$ cat src/rtl/usart_pkg.sv
// Shared UART definitions: default clocking, bit-period derivation and FSM state encodings.
package usart_pkg;

  localparam int unsigned DEF_SYS_CLK_FRE = 50_000_000;
  localparam int unsigned DEF_BPS         = 9_600;

  typedef enum logic [2:0] {
    IDLE   = 3'd0,
    START  = 3'd1,
    DATA   = 3'd2,
    PARITY = 3'd3,
    STOP   = 3'd4
  } usart_state_e;

  function automatic int unsigned bps_cnt(input int unsigned sys_clk_fre,
                                          input int unsigned bps);
    return sys_clk_fre / bps;
  endfunction

endpackage

$ cat src/rtl/usart_rx_sync.sv
// Two-flop synchroniser for the serial line plus falling-edge detect; flops reset to line idle (1).
module usart_rx_sync (
  input  logic sys_clk,
  input  logic sys_rst_n,
  input  logic uart_rxd,
  output logic rxd_s,
  output logic rxd_fall
);

  logic rxd_meta;
  logic rxd_sync;
  logic rxd_prev;

  always_ff @(posedge sys_clk or negedge sys_rst_n) begin
    if (!sys_rst_n) begin
      rxd_meta <= 1'b1;
      rxd_sync <= 1'b1;
      rxd_prev <= 1'b1;
    end else begin
      rxd_meta <= uart_rxd;
      rxd_sync <= rxd_meta;
      rxd_prev <= rxd_sync;
    end
  end

  assign rxd_s    = rxd_sync;
  assign rxd_fall = rxd_prev & ~rxd_sync;

endmodule

$ cat src/rtl/usart_rx.sv
// UART 8N1 receiver with one-cycle done/error strobes.
// Define USART_RX_PARITY_EN to add a parity bit between data and stop.
module usart_rx
  import usart_pkg::*;
#(
  parameter int unsigned SYS_CLK_FRE = DEF_SYS_CLK_FRE,
  parameter int unsigned BPS         = DEF_BPS,
  parameter int unsigned PARITY_ODD  = 0
) (
  input  logic       sys_clk,
  input  logic       sys_rst_n,
  input  logic       uart_rxd,
  output logic [7:0] uart_data,
  output logic       uart_done,
  output logic       frame_err,
  output logic       parity_err,
  output logic       rx_busy
);

  localparam int unsigned BPS_CNT  = bps_cnt(SYS_CLK_FRE, BPS);
  localparam int unsigned HALF_CNT = BPS_CNT / 2;
  localparam int unsigned CNT_W    = (BPS_CNT > 2) ? $clog2(BPS_CNT) : 1;

  usart_state_e     state_q, state_d;
  logic [CNT_W-1:0] clk_cnt;
  logic [2:0]       bit_cnt;
  logic [7:0]       shift_reg;
  logic             rxd_s, rxd_fall;
  logic             sample, wrap;
  logic             done_d, ferr_d, perr_d;
  logic             par_bad;

  usart_rx_sync u_sync (
    .sys_clk   (sys_clk),
    .sys_rst_n (sys_rst_n),
    .uart_rxd  (uart_rxd),
    .rxd_s     (rxd_s),
    .rxd_fall  (rxd_fall)
  );

  assign sample = (clk_cnt == CNT_W'(HALF_CNT - 1));
  assign wrap   = (clk_cnt == CNT_W'(BPS_CNT - 1));

`ifdef USART_RX_PARITY_EN
  always_ff @(posedge sys_clk or negedge sys_rst_n) begin
    if (!sys_rst_n)
      par_bad <= 1'b0;
    else if (state_q == IDLE)
      par_bad <= 1'b0;
    else if (state_q == PARITY && sample)
      par_bad <= rxd_s ^ (^shift_reg) ^ PARITY_ODD[0];
  end
`else
  logic unused_parity_cfg;
  assign par_bad           = 1'b0;
  assign unused_parity_cfg = ^PARITY_ODD;
`endif

  always_comb begin
    state_d = state_q;
    done_d  = 1'b0;
    ferr_d  = 1'b0;
    perr_d  = 1'b0;
    case (state_q)
      IDLE:   if (rxd_fall) state_d = START;
      START: begin
        if (sample && rxd_s) state_d = IDLE;
        else if (wrap)       state_d = DATA;
      end
      DATA: begin
        if (wrap && bit_cnt == 3'd7) begin
`ifdef USART_RX_PARITY_EN
          state_d = PARITY;
`else
          state_d = STOP;
`endif
        end
      end
      PARITY: if (wrap) state_d = STOP;
      STOP: begin
        // Leave at mid-stop so a back-to-back start edge is not missed.
        if (sample) begin
          state_d = IDLE;
          if (!rxd_s)       ferr_d = 1'b1;
          else if (par_bad) perr_d = 1'b1;
          else              done_d = 1'b1;
        end
      end
      default: state_d = IDLE;
    endcase
  end

  always_ff @(posedge sys_clk or negedge sys_rst_n) begin
    if (!sys_rst_n) begin
      state_q    <= IDLE;
      clk_cnt    <= '0;
      bit_cnt    <= '0;
      shift_reg  <= '0;
      uart_data  <= '0;
      uart_done  <= 1'b0;
      frame_err  <= 1'b0;
      parity_err <= 1'b0;
    end else begin
      state_q    <= state_d;
      uart_done  <= done_d;
      frame_err  <= ferr_d;
      parity_err <= perr_d;
      if (state_q == IDLE || state_d == IDLE || wrap)
        clk_cnt <= '0;
      else
        clk_cnt <= clk_cnt + 1'b1;
      if (state_q == START)
        bit_cnt <= '0;
      else if (state_q == DATA && wrap)
        bit_cnt <= bit_cnt + 1'b1;
      if (state_q == DATA && sample)
        shift_reg[bit_cnt] <= rxd_s;
      if (done_d)
        uart_data <= shift_reg;
    end
  end

  assign rx_busy = (state_q != IDLE);

endmodule

$ cat config.mk
export PLATFORM = sky130hd
export DESIGN_NAME = usart_rx
export DESIGN_NICKNAME = d
export VERILOG_FILES = /design/src/rtl/usart_pkg.sv /design/src/rtl/usart_rx_sync.sv /design/src/rtl/usart_rx.sv
export SDC_FILE = /design/constraint.sdc
export NUM_CORES = 1
export LEC_CHECK = 0
export BUFFER_PORTS_ARGS = -buffer_cell sky130_fd_sc_hd__buf_4
export CAP_MARGIN = 40
export CORE_ASPECT_RATIO = 2
export CORE_MARGIN = 2
export CORE_UTILIZATION = 30
export CTS_BUF_LIST = sky130_fd_sc_hd__clkbuf_4 sky130_fd_sc_hd__clkbuf_8 sky130_fd_sc_hd__clkbuf_16
export CTS_CLUSTER_DIAMETER = 100
export CTS_CLUSTER_SIZE = 25
export DETAILED_ROUTE_END_ITERATION = 8
export GPL_TIMING_DRIVEN = 0
export PLACE_DENSITY_LB_ADDON = 0.2
export SLEW_MARGIN = 5
export SYNTH_ARGS = -nofsm -noshare
export SYNTH_HDL_FRONTEND = slang
export SYNTH_SLANG_ARGS = --single-unit
export TNS_END_PERCENT = 1
$ cat constraint.sdc
create_clock -name sys_clk -period 2.75 [get_ports sys_clk]
set_clock_uncertainty 0.2 [all_clocks]
set_input_delay 0.55 -clock sys_clk [delete_from_list [all_inputs] [get_ports sys_clk]]
set_output_delay 0.55 -clock sys_clk [all_outputs]
set_load 0.02 [all_outputs]
==> reports/qor.yml <==
synthesis:
  synthFlopType: "dfrtp_1"
  yosysTopAreaCellShare_pct: 49.43
  yosys.area_share.simple_pct: 21.31
  yosysWarnings: 0
  synth_xor_area_share_pct: 5.144
  synth.cell_area_um2: 1873
  synth_top_family_by_area: "simple AND/OR/NAND/NOR gates"
  synth.area.top_cells: "dfrtp_1 49%, mux2_2 10%, dfstp_2 4.2%, xor2_1 4.2%, nor2_1 2.8%"
  synthMuxAreaShare_pct: 10.22
  ys_seq_area_share_pct: 53.64
  synth_fa_ha_area_share_pct: 2.004
  synthCells: 159
  yosys.area.top_type: "dfrtp_1"
  synth_edf_count: 0
  syn_nets: 165
  yosys_register_bits: 40
  yosysUniqueCellTypes: 38
  syn_avg_cell_area_um2: 11.78
  synth_compound_area_share_pct: 4.876
  synthArstFlopShare_pct: 100.0
critical_path:
  r2r_cells: 5
  critical_path_arrival_ns: 2.25
  crit_required_ns: 2.72
  crit_start: "clk_cnt[0]"
  crit_fanout: 10
  crit_path_end_kind: "register"
  start_kind: "register"
  rr_startpoint: "clk_cnt[0]"
  reg2reg_to: "shift_reg[1]"
  crit_path_end: "shift_reg[1]"
  ff2ff_setup_slack_ns: 0.47
  crit_type: "reg2reg"
drt:
  wl_per_cell_um: 15.01
  vias_per_cell: 5.128
  num_vias: 1246
  drt-initial-drc-count: 8
  postRouteAntennaNets: 0
  drt-total-wl_mm: 3.647
  drc: 0
  first_pass_iters: 4
floorplan:
  core-area_um2: 6006
  die-area_um2: 6930
  io_pins: 15
  fp-row-count: 40
  die_width_um: 59.87
  die-height_um: 115.7
  start_util_pct: 31.19
pwr:
  ir_worst_vdd_uv: 374.0
  leakage_nw: 1.067
  power_mw: 1.486
  power_density_nw_per_um2: 670.4
layout:
  largest_register_ffs: 13
  final_area_um2: 2217
  n_antenna_cell: 0
  nets: 185
  nFillCells: 617
  instances_no_fill: 243
  drive_above_1_share_pct: 28.33
  post-route-util_pct: 36.92
  syn_to_final_growth_pct: 18.37
global_routing:
  grt_max_degree: 41
  antenna_found_initial: 0
  grt_pass1_vias: 1326
  grt_pass1_wl_mm: 6.272
  track_usage_pct: 12.27
  gr-total-overflow: 0
placed_design:
  gp_congestion: 0.7710
  portBuffers: 13
  place_area_um2: 2049
  dp_cells: 235
  place_ws_ns: 0.4194
  hpwl_mm: 2.668
cts:
  post_cts_buffers: 0
  clk_pin_slew_ns: 0.06
  htree_num_levels: 2
  postCtsHoldBufs: 0
  cts_root_buf: "clkbuf_16"
  clock_sinks: 40
  tritoncts: "yes"
  clk_path_buf_depth: 2
  numCtsBuffers: 5
  cts-resized-gates: 0
  clk-insertion-delay-late_ns: 0.28
timing:
  finalWorstSetupSlack_ns: 0.4659
  rsz0062_at_grt: "no"
  setup_tns_ns: 0
  fin_crit_ns: 2.284
  worst_pin_slew_ns: 0.5103
  setup_viol: 0
  timing.hold.ws_ns: 0.04701
  hold_violations: 0
  slew_headroom_pct: 65.98
  max_freq_ghz: 0.4378
  slew_viol_final: 0
  min_period_over_period_pct: 83.06
status:
  status: "complete, no violations"
flow_run:
  maxCapViolCount: 0
hold_path:
  hold_class: "in2async"
worst min-delay path by stage:
stage / slack, ns / end / depth (start not counted)
5_1_grt: 0.08 / uart_data[1] / 1
3_3_place_gp: 0.15 / u_sync.rxd_s / 0
6_report: 0.05 / uart_data[6] / 1
3_5_place_dp: 0.15 / u_sync.rxd_s / 0
2_1_floorplan: 0.05 / bit_cnt[0] / 0
4_1_cts: 0.06 / uart_data[1] / 1
cells in the mapped netlist, drive strengths merged (2+ instances only):
library cell and n:
nand3 4, mux2 17, nand2 8, ha 3
and3 4, xnor2 2, buf 3, nor3b 4
a22o 5, a21oi 2, dfstp 3, nor4b 2
and4 4, clkbuf 3, nor4 2, inv 3
dfrtp 37, and2 3, xor2 9, nor2 14
nand2b 4, nor3 7, o21ai 4, nand3b 2
nand4 4
power breakdown:
group	switching, mW	internal [mW]
Clock	0.226	0.426
Combinational	0.0863	0.0673
Sequential	0.0514	0.630
Total	0.364	1.12
cells by family (layout without fill, tap and decap cells):
| family | Yosys count | in the layout |
|---|---|---|
| buffers and inverters | 9 | 30 |
| adder cells (fa/ha/maj) | 3 | 3 |
| XOR/XNOR | 11 | 11 |
| AO/OA/AOI/OAI | 13 | 13 |
| AND/OR/NAND/NOR | 65 | 65 |
| multiplexers | 17 | 17 |
| other | 1 | 1 |
| flip-flops | 40 | 40 |
worst max-delay path, cell delays in order, from the launching register on:
cell     delay, ns
dfrtp_1       0.40
ha_1          0.24
nor3b_2       0.27
nand4_2       0.29
nor4_1        0.40
mux2_2        0.37
per-layer routing:
metal  GRT usage, %  routed length, um  vias to the layer above  share of wire [%]
met5              0                  0                        -                  0
met4          5.778                 77                        0                2.1
met3          2.679                 97                        5                2.7
met2          22.46               2152                       21                 59
met1          12.59               1320                      613                 36
li1               -                  -                      607                  -
final cells by class:
type	instances	area (um2)	share of cell area, %
Timing Repair Buffer	13	97.59	4.402
Tap cell	63	78.83	3.555
Clock inverter	3	42.54	1.919
Multi-Input combinational cell	110	819.5	36.96
Clock buffer	5	125.1	5.643
Buffer	6	37.54	1.693
Sequential cell	40	1005	45.32
Inverter	3	11.26	0.5079
cell usage in the layout, fill, tap and decap left out, types with 4 or more instances in the layout:
| cell | n |
|---|---|
| a22o_1 | 5 |
| and3_1 | 4 |
| buf_4 | 15 |
| clkbuf_16 | 5 |
| dfrtp_1 | 37 |
| mux2_2 | 17 |
| nand2_1 | 8 |
| nand2b_1 | 4 |
| nor2_1 | 14 |
| nor3_1 | 7 |
| o21ai_0 | 4 |
| xor2_1 | 9 |
No activity file was read; power rests on OpenSTA's default activity.
